$ cat config.mk
export PLATFORM = sky130hd
export DESIGN_NAME = i2c_controller_if
export DESIGN_NICKNAME = d
export VERILOG_FILES = /design/src/rtl/i2c_controller_if.sv
export SDC_FILE = /design/constraint.sdc
export NUM_CORES = 1
export LEC_CHECK = 0
export CAP_MARGIN = 20
export CORE_UTILIZATION = 25
export DETAILED_ROUTE_END_ITERATION = 12
export DONT_BUFFER_PORTS = 1
export HOLD_SLACK_MARGIN = 0.08
export PLACE_DENSITY = 0.38
export REMOVE_ABC_BUFFERS = 1
export SYNTH_ARGS = -nofsm -noshare
export SYNTH_HDL_FRONTEND = slang
export SYNTH_SLANG_ARGS = --single-unit
$ cat constraint.sdc
create_clock -name CLK -period 3.38 [get_ports CLK]
set_clock_uncertainty 0.15 [all_clocks]
set_input_delay 0.676 -clock CLK [delete_from_list [all_inputs] [get_ports CLK]]
set_output_delay 0.676 -clock CLK [all_outputs]
set_load 0.05 [all_outputs]
$ cat src/rtl/i2c_controller_if.sv
// rtl/i2c_controller_if.sv - byte-level I2C initiator: START/repeated START, WRITE, READ, STOP
// Optional SCL clock stretching by the target is enabled with `define I2C_CLK_STRETCH_EN.
module i2c_controller_if #(
    parameter int SCL_QTR = 31
) (
    input  logic       CLK,
    input  logic       RESET_n,
    input  logic       CMD_START,
    input  logic       CMD_STOP,
    input  logic       CMD_WR,
    input  logic       CMD_RD,
    input  logic [7:0] CMD_WDATA,
    input  logic       CMD_RD_NACK,
    output logic       BUSY,
    output logic       DONE,
    output logic       ACK_ERR,
    output logic [7:0] RDATA,
    output logic       SCL_OUT,
    input  logic       SDA_IN,
`ifdef I2C_CLK_STRETCH_EN
    input  logic       SCL_IN,
`endif
    output logic       SDA_OUT
);
    localparam int CW = 10;

    typedef enum logic [2:0] {S_IDLE, S_START, S_HOLD, S_WRITE, S_READ, S_STOP} state_t;

    state_t      r_state;
    logic [CW-1:0] r_cnt;
    logic [2:0]  r_q;
    logic [3:0]  r_bit;
    logic [7:0]  r_data;
    logic        r_nack;
    logic        r_ack_smp;
    logic        r_owned;
    logic        r_busy;
    logic        r_done;
    logic        r_ack_err;
    logic [7:0]  r_rdata;
    logic        r_scl;
    logic        r_sda;

    logic        w_hold;
    logic        w_tick;
    logic        w_acc_start;
    logic        w_acc_stop;
    logic        w_acc_wr;
    logic        w_acc_rd;
    logic        w_acc_any;
    logic [3:0]  w_nxt_bit;
    logic        w_nxt_sda;

`ifdef I2C_CLK_STRETCH_EN
    // A target holding SCL low while we release it freezes the quarter timer.
    assign w_hold = r_scl & ~SCL_IN;
`else
    assign w_hold = 1'b0;
`endif

    assign w_tick      = (r_cnt == CW'(SCL_QTR - 1)) & ~w_hold;
    assign w_acc_start = ~r_busy & CMD_START;
    assign w_acc_stop  = ~r_busy & ~CMD_START & CMD_STOP & r_owned;
    assign w_acc_wr    = ~r_busy & ~CMD_START & ~CMD_STOP & CMD_WR & r_owned;
    assign w_acc_rd    = ~r_busy & ~CMD_START & ~CMD_STOP & ~CMD_WR & CMD_RD & r_owned;
    assign w_acc_any   = w_acc_start | w_acc_stop | w_acc_wr | w_acc_rd;
    assign w_nxt_bit   = r_bit + 4'd1;

    always_comb begin
        w_nxt_sda = 1'b1;
        if (r_state == S_WRITE)
            w_nxt_sda = (w_nxt_bit == 4'd8) ? 1'b1 : r_data[~w_nxt_bit[2:0]];
        else if (r_state == S_READ)
            w_nxt_sda = (w_nxt_bit == 4'd8) ? r_nack : 1'b1;
    end

    always_ff @(posedge CLK or negedge RESET_n) begin
        if (!RESET_n) begin
            r_state   <= S_IDLE;
            r_cnt     <= '0;
            r_q       <= '0;
            r_bit     <= '0;
            r_data    <= '0;
            r_nack    <= 1'b0;
            r_ack_smp <= 1'b0;
            r_owned   <= 1'b0;
            r_busy    <= 1'b0;
            r_done    <= 1'b0;
            r_ack_err <= 1'b0;
            r_rdata   <= '0;
            r_scl     <= 1'b1;
            r_sda     <= 1'b1;
        end else begin
            r_done <= 1'b0;
            if (w_acc_any || w_hold || w_tick)
                r_cnt <= '0;
            else
                r_cnt <= r_cnt + CW'(1);

            case (r_state)
                S_IDLE, S_HOLD: begin
                    if (w_acc_start) begin
                        r_busy  <= 1'b1;
                        r_state <= S_START;
                        // Repeated START first releases SDA and raises SCL (phases 0,1).
                        r_q     <= r_owned ? 3'd0 : 3'd2;
                        r_sda   <= r_owned;
                    end else if (w_acc_stop) begin
                        r_busy  <= 1'b1;
                        r_state <= S_STOP;
                        r_q     <= 3'd0;
                        r_sda   <= 1'b0;
                    end else if (w_acc_wr) begin
                        r_busy  <= 1'b1;
                        r_state <= S_WRITE;
                        r_q     <= 3'd0;
                        r_bit   <= 4'd0;
                        r_data  <= CMD_WDATA;
                        r_sda   <= CMD_WDATA[7];
                    end else if (w_acc_rd) begin
                        r_busy  <= 1'b1;
                        r_state <= S_READ;
                        r_q     <= 3'd0;
                        r_bit   <= 4'd0;
                        r_nack  <= CMD_RD_NACK;
                        r_sda   <= 1'b1;
                    end
                end
                S_START: if (w_tick) begin
                    r_q <= r_q + 3'd1;
                    case (r_q)
                        3'd0:    r_scl <= 1'b1;
                        3'd1:    r_sda <= 1'b0;
                        3'd3:    r_scl <= 1'b0;
                        3'd5: begin
                            r_done  <= 1'b1;
                            r_busy  <= 1'b0;
                            r_owned <= 1'b1;
                            r_state <= S_HOLD;
                        end
                        default: ;
                    endcase
                end
                S_WRITE, S_READ: if (w_tick) begin
                    case (r_q[1:0])
                        2'd0: begin
                            r_scl <= 1'b1;
                            r_q   <= 3'd1;
                        end
                        2'd1: r_q <= 3'd2;
                        2'd2: begin
                            r_scl <= 1'b0;
                            r_q   <= 3'd3;
                            if (r_bit == 4'd8)
                                r_ack_smp <= SDA_IN;
                            else if (r_state == S_READ)
                                r_data <= {r_data[6:0], SDA_IN};
                        end
                        default: begin
                            if (r_bit == 4'd8) begin
                                r_done  <= 1'b1;
                                r_busy  <= 1'b0;
                                r_state <= S_HOLD;
                                if (r_state == S_WRITE)
                                    r_ack_err <= r_ack_smp;
                                else
                                    r_rdata <= r_data;
                            end else begin
                                r_bit <= w_nxt_bit;
                                r_q   <= 3'd0;
                                r_sda <= w_nxt_sda;
                            end
                        end
                    endcase
                end
                S_STOP: if (w_tick) begin
                    r_q <= r_q + 3'd1;
                    case (r_q)
                        3'd0:    r_scl <= 1'b1;
                        3'd2:    r_sda <= 1'b1;
                        3'd3: begin
                            r_done  <= 1'b1;
                            r_busy  <= 1'b0;
                            r_owned <= 1'b0;
                            r_state <= S_IDLE;
                        end
                        default: ;
                    endcase
                end
                default: r_state <= S_IDLE;
            endcase
        end
    end

    assign BUSY    = r_busy;
    assign DONE    = r_done;
    assign ACK_ERR = r_ack_err;
    assign RDATA   = r_rdata;
    assign SCL_OUT = r_scl;
    assign SDA_OUT = r_sda;
endmodule
== Yosys cells after proc, flatten, opt, wreduce, memory -nomap -nowiden ==
Cells that the tools add are included.

* Input port bits: 16
* Bits in writable memories: 0
* Memories kept: 0
* Word-level logic and storage cells: 188
* Latch bits: 0
* Register bits: 44
* Memory bits (read-only): 0

* Shifts and indexed selects: 0
* Order comparisons: 1
* Muxes and demuxes: 86
* $mul: 0
* Bitwise gates (word level): 23
* Add/sub/neg operators: 3
* Equality and inequality tests: 36
* Div/mod/pow operators: 0
* Reductions and logical operators: 25

{| class="wikitable"
|+ Operators by type and width
! cell !! count
|-
| two-way mux 8 bit || 7
|-
| two-way mux 3 bit || 18
|-
| two-way mux 1 bit || 39
|-
| two-way mux 4 bit || 7
|-
| != test 2 bit (second input constant) || 13
|-
| AND reduction 5 bit || 5
|-
| case mux 3 bit (3 select lines) || 2
|-
| AND reduction 9 bit || 2
|-
| case mux 8 bit (2 select lines) || 1
|-
| AND reduction 8 bit || 2
|-
| AND reduction 7 bit || 2
|-
| == test 3 x 2 -> 1 bit (second input constant) || 4
|-
| case mux 3 bit (4 select lines) || 1
|-
| adder 10 x 1 -> 10 bit (second input constant) || 1
|-
| AND 1 bit || 10
|-
| == test 10 x 5 -> 1 bit (second input constant) || 1
|-
| two-way mux 10 bit || 1
|-
| != test 5 bit (second input constant) || 2
|-
| == test 3 bit (second input constant) || 3
|-
| != test 3 bit (second input constant) || 3
|-
| NOT 1 bit || 9
|-
| == test 4 bit (second input constant) || 2
|-
| != test 2 x 1 -> 1 bit (second input constant) || 4
|-
| case mux 1 bit (4 select lines) || 2
|-
| 22 further kinds || 33
|}

== Depth between registers and ports, before layout ==
Gate-level depths: netlist of the first run.

* Depth in word-level cells: 11
* Depth in mapped cells: 9
* Gate-level depth less buffers: 7

== Worst setup path before layout of the first run ==
No wires, ideal clock.

* Kind: flip-flop to flip-flop
* Start point: reg r_busy, in the netlist BUSY
* End point: reg r_data[6]
* Library setup time: 0.081 ns
* Arrival time: 2.164 ns
* Setup slack: 0.985 ns
* Required time: 3.149 ns
* Stages on the path, launching flop included: 8
* Period minus slack after synthesis: 2.395 ns
* Path buffers: 2
* Cells stage by stage: dfrtp_1 -> clkbuf_1 -> nor4b_1 -> nand3b_1 -> a221oi_4 -> buf_6 -> nor2_1 -> a31oi_2

* Word-level cells in the longest chain between the ends: 7
* Elaborated cells between the ends (all ways): 12
* Classes of those cells: 3 x eq/ne; 8 x bitwise; 1 x reduce/logical

{| class="wikitable"
|+ Ends and longest elaborated chain
! element !! RTL line !! RTL
|-
| from (decl) || 37 || <nowiki>logic r_busy;</nowiki>
|-
| from (signal assigned) || 87 || <nowiki>r_busy <= 1'b0;</nowiki>
|-
| from (signal assigned) || 103 || <nowiki>r_busy <= 1'b1;</nowiki>
|-
| from (signal assigned) || 109 || <nowiki>r_busy <= 1'b1;</nowiki>
|-
| NOT 1 bit (*) || 62, 63, 64 ||
|-
| AND 1 bit || 63, 64 ||
|-
| AND 1 bit (3 in a row) || 64 || <nowiki>assign w_acc_wr = ~r_busy & ~CMD_START & ~CMD_STOP & CMD_WR & r_owned;</nowiki>
|-
| != test 2 bit (no source line) || -- ||
|-
| AND reduction 8 bit (no source line) (*) || -- ||
|-
| to (signal assigned) || 157 || <nowiki>r_data <= {r_data[6:0], SDA_IN};</nowiki>
|-
| to (decl) || 33 || <nowiki>logic [7:0] r_data;</nowiki>
|}

Mark *: on every way between the ends. The rest lies on a longest branch, timed or not.
A chain may end at the register's enable or synchronous reset.

== Worst setup path in the final report of the first run ==
* Start point: reg r_cnt[5]
* End point: reg r_data[6]

* Word-level cells in the longest chain between the ends: 3

{| class="wikitable"
|+ Ends and longest elaborated chain
! element !! RTL line !! RTL
|-
| from (decl) || 30 || <nowiki>logic [CW-1:0] r_cnt;</nowiki>
|-
| from (signal assigned) || 98 || <nowiki>r_cnt <= r_cnt + CW'(1);</nowiki>
|-
| == test 10 x 5 -> 1 bit || 61 || <nowiki>assign w_tick = (r_cnt == CW'(SCL_QTR - 1)) & ~w_hold;</nowiki>
|-
| != test 2 bit (no source line) || -- ||
|-
| AND reduction 8 bit (no source line) || -- ||
|}

Every way passes these cells.

==> summary.txt, run 1 <==
Timing
  – Rel. slew slack: 0.522
  – Max Slew Vio Count: 0
  – Final setup violation count: 0
  – Slew @ Worst Pin: 0.717 ns
  – Final Cycle Share: 0.815
  – Hold violation total from the final report: 0
  – Unrepaired setup endpoints after global routing: no
  – Final WS setup: 0.625 ns
  – Max frequency: 0.363 GHz
  – Min Tclk post-route: 2.76 ns
  – Final TNS setup: 0 ns

Floorplan
  – Chip Width: 105 um
  – Die area: 0.0110 mm^2
  – Initial Util: 0.256
  – Placement Rows: 37
  – Height of the die: 105 um
  – Core box area: 0.0103 mm^2
  – Io pins: 29

Route
  – Drt wl/cell: 16.2 um
  – Via/cell ratio: 4.90
  – DRT Pass-1 Iters: 4
  – Drt total wl: 6.75 mm
  – Number of remaining DRC errors: 0
  – Antenna-violating nets left: 0
  – Routed via count: 2049
  – 1st-iter DRT viols: 70

Power
  – Worst IR Drop VDD: 0.000131 V
  – Power per cell area: 318 mW/mm^2
  – Leakage: 1.27 nW

Global routing
  – Vias in the first global route: 2045
  – Global-route wire length before repair: 11.2 mm
  – Largest net degree at the start of global routing: 45
  – Total gr overflow: 0
  – Antenna violations before repair: 0
  – Total track usage: 0.131

Yosys
  – Post-synth top area share: 0.399
  – Cells after Synth: 274
  – YS warnings: 0
  – Cell with the most instances after synthesis: dfrtp_1
  – Post-synth top area cell: dfrtp_1
  – Post-synth ARST share: 1.00
  – Synth cell count leaders: dfrtp_1, nor2_1, nand2_1, mux2_2
  – Register area share after synthesis: 0.419
  – Unique masters post-synth: 53
  – Cell Area, Synth: 0.00264 mm^2
  – Largest cells by area after synthesis: dfrtp_1, mux2_2, nor2_1, ha_1, nand2_1
  – EDFF count, synth: 0
  – Top_reg_cell synth: dfrtp_1
  – #FFs+latches synth: 44
  – Mapped Avg Cell Area: 9.62 um^2

Min path
  – Worst Hold Class: in -> reg

Finish
  – Layout cells sized above 1: 0.160
  – Multi-input logic area: 0.00144 mm^2
  – Area grow syn2layout: 12.0%
  – Finished Cell Area: 0.00295 mm^2
  – Layout Cells excl Fill: 418
  – Reg area: 0.00110 mm^2
  – Final net count: 307
  – Diodes inserted: 0
  – Final Util: 0.287
  – # fillers: 1114

Worst setup path
  – WP data required: 3.47 ns
  – Crit. End Element: flop
  – Critical path class: reg -> reg
  – CP peak stage delay: 0.75 ns
  – Arr. time, crit path: 2.84 ns
  – Crit path cell chain: or4_1 -> or3_1 -> a221oi_4 -> nor2_1 -> a31oi_2
  – CP Max Fanout: 16
  – Crit-path slowest cell: a221oi_4
  – CP top delay family: simple AND/OR/NAND/NOR gates
  – CP bufs+invs: 0
  – Worst setup SP type: flop

Clock network
  – Cts repair resizes: 0
  – CTS tree: built
  – Hold_buf cts: 2
  – Max Root-Sink Buffers: 2
  – Setup repair bufs after CTS: 0
  – CTS root buf: clkbuf_8
  – Worst-Skew Late Latency: 0.31 ns
  – Clock Pin Slew Worst Setup and Hold Paths: 0.10 ns
  – H-tree depth: 2
  – Number of CTS-inserted buffers: 5
  – TritonCTS Sinks: 44

Place
  – Number of port buffers: 0
  – Dpl hpwl: 4.91 mm
  – Placed cell count: 408
  – Area post-placement: 0.00282 mm^2
  – DP Worst Slack: 0.644 ns
  – Final Wtd Congestion: 0.763

Run status
  – Status: completed

Run
  – Max-cap check violation count: 0
-- worst register-to-register path, cell delays in order, from the launching register on --
cell,delay [ns]
dfrtp_1,0.42
or4_1,0.55
or3_1,0.55
a221oi_4,0.75
nor2_1,0.12
a31oi_2,0.15
-- cells by family (layout without fill, tap and decap cells) --
kind of cell,after synthesis,count (layout),synth area share
compound gates,52,52,0.143
xor+xnor,9,9,0.0299
fa+ha+maj,10,10,0.0475
buf+inv,21,29,0.0356
mux,22,22,0.101
simple gates,116,116,0.224
flops,44,44,0.419
-- flip-flops by register name (all words and copies together) (netlist names), 3 cells and up --
signal / cells
r_state: 3
RDATA: 8
r_bit: 4
r_data: 8
r_q: 3
r_cnt: 10
-- report_power, final --
part	switching, mW	internal [mW]
combinational	0.0220	0.0128
sequential	0.00645	0.531
clock	0.201	0.166
total	0.229	0.709
-- stage by stage --
stage	hold slack (ns)	total power [mW]
3_5_place_dp	0.233	0.568
4_1_cts	0.342	0.960
6_report	0.353	0.939
5_1_grt	0.347	0.979
2_1_floorplan	0.230	0.560
3_3_place_gp	0.232	0.568
-- final timing paths --
path                            slack, ns         start  depth (start not counted)         to
worst max register to register       0.62      r_cnt[5]                          5  r_data[6]
min in group asynchronous            0.72       RESET_n                          2   RDATA[7]
worst max-delay path                 0.62      r_cnt[5]                          5  r_data[6]
max in group asynchronous            2.09       RESET_n                          2    SCL_OUT
worst min register to register       0.36     r_ack_smp                          1    ACK_ERR
worst min-delay path                 0.35  CMD_WDATA[7]                          2  r_data[7]
-- final cells by class --
class | count | share of cell area
tap | 136 | 0.0577
clock inverter | 2 | 0.00509
sequential | 44 | 0.374
timing repair buffer | 11 | 0.0356
inverter | 10 | 0.0127
multi-input combinational | 209 | 0.487
clock buffer | 6 | 0.0280
-- cells in the final DEF, fill, tap and decap left out, types with 3 or more instances in the layout --
cell and instances:
dfrtp_1 42, nor2_1 35, nand2_1 29, mux2_2 16, inv_1 10, nand3_1 10, o21ai_0 10, ha_1 10
a21oi_1 9, buf_4 9, a31oi_1 7, nor3_1 6, clkbuf_8 6, nand2b_1 5, and3_1 5, xnor2_1 5
nor2b_1 5, xor2_1 4, o211ai_1 4, mux2i_1 4, nand3b_1 3, a211oi_1 3
-- metal layers --
metal,up-vias,GRT usage,share of wire
li1,998,-,-
met1,1017,0.174,0.49
met2,28,0.207,0.46
met3,6,0.0331,0.040
met4,0,0.0443,0.013
met5,-,0,0
Note: power is estimated with default switching activity, not from simulation.
==> run 2: changes to the inputs <==
--- a/config.mk
+++ b/config.mk
@@ -10,7 +10,7 @@
 export DETAILED_ROUTE_END_ITERATION = 12
 export DONT_BUFFER_PORTS = 1
 export HOLD_SLACK_MARGIN = 0.08
-export PLACE_DENSITY = 0.38
+export PLACE_DENSITY = 0.4
 export REMOVE_ABC_BUFFERS = 1
 export SYNTH_ARGS = -nofsm -noshare
 export SYNTH_HDL_FRONTEND = slang
==> constraint.sdc (replaced) <==
create_clock -name CLK -period 2.4 [get_ports CLK]
set_clock_uncertainty 0.15 [all_clocks]
set_input_delay 0.48 -clock CLK [delete_from_list [all_inputs] [get_ports CLK]]
set_output_delay 0.48 -clock CLK [all_outputs]
set_load 0.05 [all_outputs]
==> summary.txt, run 2 (synthesized netlist as in run 1, its figures left out) <==
Run status
  – Status: completed

Worst setup path
  – Crit. End Element: flop
  – WP data required: 2.45 ns (-1.02 ns)
  – Critical path class: reg -> reg
  – CP peak stage delay: 0.55 ns (-0.20 ns)
  – Crit path cell chain: or4_4 -> or3_4 -> nor3_4 -> buf_12 -> mux2_2
  – Arr. time, crit path: 2.39 ns (-0.45 ns)
  – CP bufs+invs: 1 (+1)
  – Reg2Reg Setup Slack: 0.06 ns (-0.56 ns)
  – FF-to-FF path depth: 5 (unchanged)
  – RR Startpoint: r_cnt[6]
  – CP top delay family: simple AND/OR/NAND/NOR gates
  – Start point of the critical path: r_cnt[6]
  – CP Max Fanout: 8 (-8)
  – Worst setup SP type: flop
  – Crit-path slowest cell: or4_4
  – R2r endpoint: RDATA[6]

Floorplan
  – Height of the die: 105 um (unchanged)
  – Io pins: 29 (unchanged)
  – Chip Width: 105 um (unchanged)
  – Core box area: 0.0103 mm^2 (unchanged)
  – Placement Rows: 37 (unchanged)
  – Initial Util: 0.256 (unchanged)
  – Die area: 0.0110 mm^2 (unchanged)

Finish
  – Commonest non-fill, non-tap cell in the layout: dfrtp_1
  – Layout cells sized above 1: 0.248 (+0.0888)
  – Final net count: 335 (+9.1%)
  – Reg area: 0.00110 mm^2 (+0.11%)
  – Most frequent cells in the layout: dfrtp_1, nor2_1, buf_4
  – Reg with most FFs: r_cnt
  – Diodes inserted: 0 (unchanged)
  – Finished Cell Area: 0.00324 mm^2 (+9.7%)
  – Area grow syn2layout: 22.9%
  – Final Util: 0.315 (+0.0279)
  – Multi-input logic area: 0.00146 mm^2 (+1.4%)
  – # fillers: 1091 (-2.1%)
  – Largest register FFs: 10 (unchanged)

Power
  – Clock share of power: 0.428 (+0.037)
  – Combinational power share: 0.037 (about the same)
  – Tot Pwr: 1.41 mW (+51%)
  – Leakage: 1.43 nW (+13%)
  – Register share of total power: 0.535 (-0.037)
  – Net Sw Frac: 0.234 (-0.00993)
  – Power Internal: 1.08 mW (+53%)
  – Power per cell area: 436 mW/mm^2 (+37%)
  – Sw power: 331 uW (+44%)
  – Worst IR Drop VDD: 0.000219 V (+67%)

Place
  – Final Wtd Congestion: 0.776 (+1.6%)
  – DP Worst Slack: -0.0148 ns (-0.659 ns)
  – Area post-placement: 0.00303 mm^2 (+7.5%)
  – Number of port buffers: 0 (unchanged)
  – Dpl hpwl: 5.29 mm (+7.8%)

Route
  – Drt total wl: 7.01 mm (+3.8%)
  – Routed via count: 2163 (+5.6%)
  – Number of remaining DRC errors: 0 (unchanged)
  – Drt wl/cell: 15.7 um (-2.7%)
  – Antenna-violating nets left: 0 (unchanged)
  – DRT Pass-1 Iters: 5 (+1)
  – Via/cell ratio: 4.85 (-1.1%)
  – 1st-iter DRT viols: 101 (+44%)

Timing
  – Unrepaired setup endpoints after global routing: yes
  – Slew @ Worst Pin: 0.579 ns (-0.139 ns)
  – Max frequency: 0.427 GHz (+18%)
  – Min Tclk post-route: 2.34 ns (-0.415 ns)
  – Final TNS setup: 0 ns (unchanged)
  – Final WS setup: 0.0599 ns (-0.565 ns)
  – Max Slew Vio Count: 0 (unchanged)
  – Rel. slew slack: 0.611 (+0.0891)
  – Final Cycle Share: 0.975 (+0.160)
  – Final setup violation count: 0 (unchanged)
  – Hold violation total from the final report: 0 (unchanged)

Clock network
  – CTS root buf: clkbuf_8
  – TritonCTS Sinks: 44 (unchanged)
  – Max Root-Sink Buffers: 2 (unchanged)
  – CTS tree: built
  – H-tree depth: 2 (unchanged)
  – Number of CTS-inserted buffers: 5 (unchanged)
  – Clock Pin Slew Worst Setup and Hold Paths: 0.09 ns (about the same)
  – Worst-Skew Late Latency: 0.30 ns (about the same)

Run
  – Max-cap check violation count: 0 (unchanged)

Min path
  – Hold depth: 2 (unchanged)
  – Hold wc startpoint: CMD_WDATA[2]
  – Worst Hold Class: in -> reg
  – Hold EP: r_data[2]

Global routing
  – Largest net degree at the start of global routing: 45 (unchanged)
  – Total track usage: 0.134 (+0.00284)
  – Vias in the first global route: 2109 (+3.1%)
  – Global-route wire length before repair: 11.5 mm (+2.6%)
  – Total gr overflow: 0 (unchanged)
  – Antenna violations before repair: 0 (unchanged)
==> run 2: power groups by stage <==
| stage | registers (mW) | clock network (mW) | logic [mW] |
|---|---|---|---|
| after floorplan | 0.768 | 0 | 0.0208 |
| after global placement | 0.771 | 0 | 0.0322 |
| after detailed placement | 0.770 | 0 | 0.0312 |
| after CTS | 0.756 | 0.633 | 0.0544 |
| after global routing | 0.758 | 0.659 | 0.0600 |
| final | 0.755 | 0.605 | 0.0520 |
==> run 2: layer usage <==
metal  track usage  up-vias  part of all wire
li1              -     1056                 -
met2         0.211       44              0.46
met1         0.190     1056              0.49
met5             0        -                 0
met4        0.0302        0            0.0087
met3        0.0256        7             0.041
==> run 2: worst max-delay path by stage <==
stage,to,depth (start not counted)
3_3_place_gp,RDATA[0],5
4_1_cts,r_state[1],6
6_report,RDATA[6],5
3_5_place_dp,RDATA[6],5
2_1_floorplan,r_q[2],5
5_1_grt,RDATA[1],5
==> run 2: through the flow <==
| stage | cells | hold WS [ns] |
|---|---|---|
| 5_1_grt | 446 | 0.154 |
| 3_5_place_dp | 431 | 0.0368 |
| 3_3_place_gp | 431 | 0.0366 |
| 4_1_cts | 441 | 0.150 |
| 2_1_floorplan | 263 | 0.0344 |
| 6_report | 446 | 0.160 |
==> run 2: final cells by class <==
| class | instances | area share |
|---|---|---|
| timing repair buffer | 39 | 0.109 |
| clock inverter | 3 | 0.0143 |
| clock buffer | 5 | 0.0213 |
| inverter | 10 | 0.0116 |
| sequential | 44 | 0.341 |
| tap | 136 | 0.0526 |
| multi-input combinational | 209 | 0.450 |
==> run 2: worst register-to-register path, delay by kind of cell, from the launching register on <==
kind	cells	cell delay (ns)
flip-flops	1	0.39
AND/OR/NAND/NOR	3	1.22
buffers and inverters	1	0.15
multiplexers	1	0.33
==> run 2: what timing repair did <==
item / CTS / global route
setup endpoints to repair: 9 / 4
resized for setup: 1 / 4
hold endpoints to repair: 44 / 0
buffers inserted: 0 / 5
hold buffers: 2 / 0
pin swaps: 0 / 5
gates cloned: 0 / 0
==> run 3: changes to the inputs <==
--- a/config.mk
+++ b/config.mk
@@ -5,12 +5,11 @@
 export SDC_FILE = /design/constraint.sdc
 export NUM_CORES = 1
 export LEC_CHECK = 0
-export CAP_MARGIN = 20
 export CORE_UTILIZATION = 25
 export DETAILED_ROUTE_END_ITERATION = 12
 export DONT_BUFFER_PORTS = 1
 export HOLD_SLACK_MARGIN = 0.08
-export PLACE_DENSITY = 0.4
+export PLACE_DENSITY = 0.48
 export REMOVE_ABC_BUFFERS = 1
 export SYNTH_ARGS = -nofsm -noshare
 export SYNTH_HDL_FRONTEND = slang
==> summary.txt, run 3 (synthesized netlist as in run 1, its figures left out) <==
Floorplan
  – Core box area: 0.0103 mm^2 (unchanged)
  – Height of the die: 105 um (unchanged)
  – Die area: 0.0110 mm^2 (unchanged)
  – Chip Width: 105 um (unchanged)
  – Io pins: 29 (unchanged)
  – Placement Rows: 37 (unchanged)
  – Initial Util: 0.256 (unchanged)

Power
  – Worst IR Drop VDD: 0.000255 V (+16%)
  – Leakage: 1.42 nW (-1.2%)
  – Power per cell area: 438 mW/mm^2 (+0.28%)
  – Tot Pwr: 1.40 mW (-0.62%)

Worst setup path
  – Crit. End Element: flop
  – Worst setup SP type: flop
  – Crit path cell chain: buf_4 -> ha_1 -> or4b_2 -> a211oi_1 -> nor3_1 -> o31a_1
  – CP peak stage delay: 0.69 ns (+0.14 ns)
  – FF-to-FF path depth: 6 (+1)
  – Arr. time, crit path: 2.38 ns (about the same)
  – Reg2Reg Setup Slack: 0.11 ns (+0.05 ns)
  – RR Startpoint: r_bit[0]
  – WP data required: 2.49 ns (+0.04 ns)
  – Crit-path slowest cell: or4b_2
  – R2r endpoint: SDA_OUT
  – CP Max Fanout: 5 (-3)
  – Critical path class: reg -> reg

Min path
  – Worst Hold Class: in -> reg
  – Hold EP: r_data[0]
  – Hold wc startpoint: CMD_WDATA[0]
  – Hold depth: 2 (unchanged)

Finish
  – Layout Cells excl Fill: 442 (-0.90%)
  – Layout cells sized above 1: 0.239 (-0.00983)
  – Reg with most FFs: r_cnt
  – Commonest non-fill, non-tap cell in the layout: dfrtp_1
  – Final net count: 331 (-1.2%)
  – Diodes inserted: 0 (unchanged)
  – Largest register FFs: 10 (unchanged)
  – Most frequent cells in the layout: dfrtp_1, nor2_1, buf_4
  – Area grow syn2layout: 21.8%

Route
  – Routed via count: 2150 (-0.60%)
  – 1st-iter DRT viols: 126 (+25%)
  – Drt wl/cell: 15.1 um (-4.0%)
  – Via/cell ratio: 4.86 (+0.30%)
  – DRT Pass-1 Iters: 4 (-1)
  – Drt total wl: 6.67 mm (-4.9%)
  – Number of remaining DRC errors: 0 (unchanged)
  – Antenna-violating nets left: 0 (unchanged)

Global routing
  – Largest net degree at the start of global routing: 45 (unchanged)
  – Total track usage: 0.130 (-0.00376)
  – Total gr overflow: 0 (unchanged)
  – Global-route wire length before repair: 11.3 mm (-2.1%)
  – Vias in the first global route: 2126 (+0.81%)
  – Antenna violations before repair: 0 (unchanged)

Place
  – Dpl hpwl: 5.00 mm (-5.6%)
  – Number of port buffers: 0 (unchanged)
  – Final Wtd Congestion: 0.845 (+8.9%)
  – Placed cell count: 432 (+0.23%)
  – DP Worst Slack: 0.0150 ns (+0.0298 ns)

Timing
  – Hold violation total from the final report: 0 (unchanged)
  – Final Cycle Share: 0.955 (-0.0201)
  – Hold_ws: 0.162 ns (+0.00206 ns)
  – Rel. slew slack: 0.657 (+0.0464)
  – Final WS setup: 0.108 ns (+0.0482 ns)
  – Slew @ Worst Pin: 0.514 ns (-0.0646 ns)
  – Unrepaired setup endpoints after global routing: no
  – Max frequency: 0.436 GHz (+2.1%)
  – Final setup violation count: 0 (unchanged)
  – Min Tclk post-route: 2.29 ns (-0.0482 ns)
  – Max Slew Vio Count: 0 (unchanged)

Run status
  – Status: completed

Clock network
  – CTS tree: built
  – Worst-Skew Late Latency: 0.30 ns (about the same)
  – Number of CTS-inserted buffers: 5 (unchanged)
  – H-tree depth: 2 (unchanged)
  – CTS root buf: clkbuf_8
  – Max Root-Sink Buffers: 2 (unchanged)
  – TritonCTS Sinks: 44 (unchanged)
  – Clock Pin Slew Worst Setup and Hold Paths: 0.09 ns (about the same)

Run
  – Max-cap check violation count: 0 (unchanged)
## run 3: routing by layer
metal,vias to the layer above,share of wire,global-route usage
met5,-,0,0
met4,0,0.011,0.0332
met3,6,0.042,0.0306
met2,47,0.47,0.211
met1,1048,0.48,0.175
li1,1049,-,-
## run 3: metrics by stage
step                      setup TNS, ns  instance area, um^2   util
after floorplan                  -0.404                 2580      -
after global placement                0                 3030  0.295
after detailed placement              0                 3030  0.295
after CTS                             0                 3190  0.310
after global routing                  0                 3210  0.312
final                                 0                 3210  0.312
## run 3: where the power goes
group          leakage, nW  switching (mW)  internal (mW)
sequential           0.555         0.00798          0.747
combinational        0.806          0.0319         0.0209
clock               0.0548           0.282          0.314
## run 3: critical path, delay by kind of cell (launching register included)
family / cells / cell delay [ns]
adder cells (fa/ha/maj): 1 / 0.20
buffers and inverters: 1 / 0.16
flip-flops: 1 / 0.41
AO/OA/AOI/OAI: 2 / 0.54
AND/OR/NAND/NOR: 2 / 0.77
## run 3: timing repair
action | 4_1_cts | 5_1_grt
hold endpoints to repair | 44 | 0
setup buffers | 0 | 0
resized for setup | 0 | 4
endpoints found under the setup margin | 0 | 19
hold buffers | 2 | 0
## run 3: worst max path at each step
| stage | cells past startpoint | endpoint | slack [ns] | from |
|---|---|---|---|---|
| after floorplan | 5 | r_q[2] | -0.23 | r_state[2] |
| after global placement | 6 | r_state[1] | 0.02 | r_cnt[5] |
| after detailed placement | 5 | RDATA[6] | 0.01 | r_cnt[5] |
| after CTS | 5 | RDATA[6] | 0.009 | r_cnt[5] |
| after global routing | 6 | SDA_OUT | 0.03 | r_bit[0] |
| final | 6 | SDA_OUT | 0.11 | r_bit[0] |
## run 3: cell type report
cell class              count  area (um^2)
multi-input cells         209         1460
inverters                  10         37.5
clock buffers               5         68.8
clock inverters             3         46.3
fillers                  1083         7070
repair buffers             35          323
flip-flops and latches     44         1100
well taps                 136          170
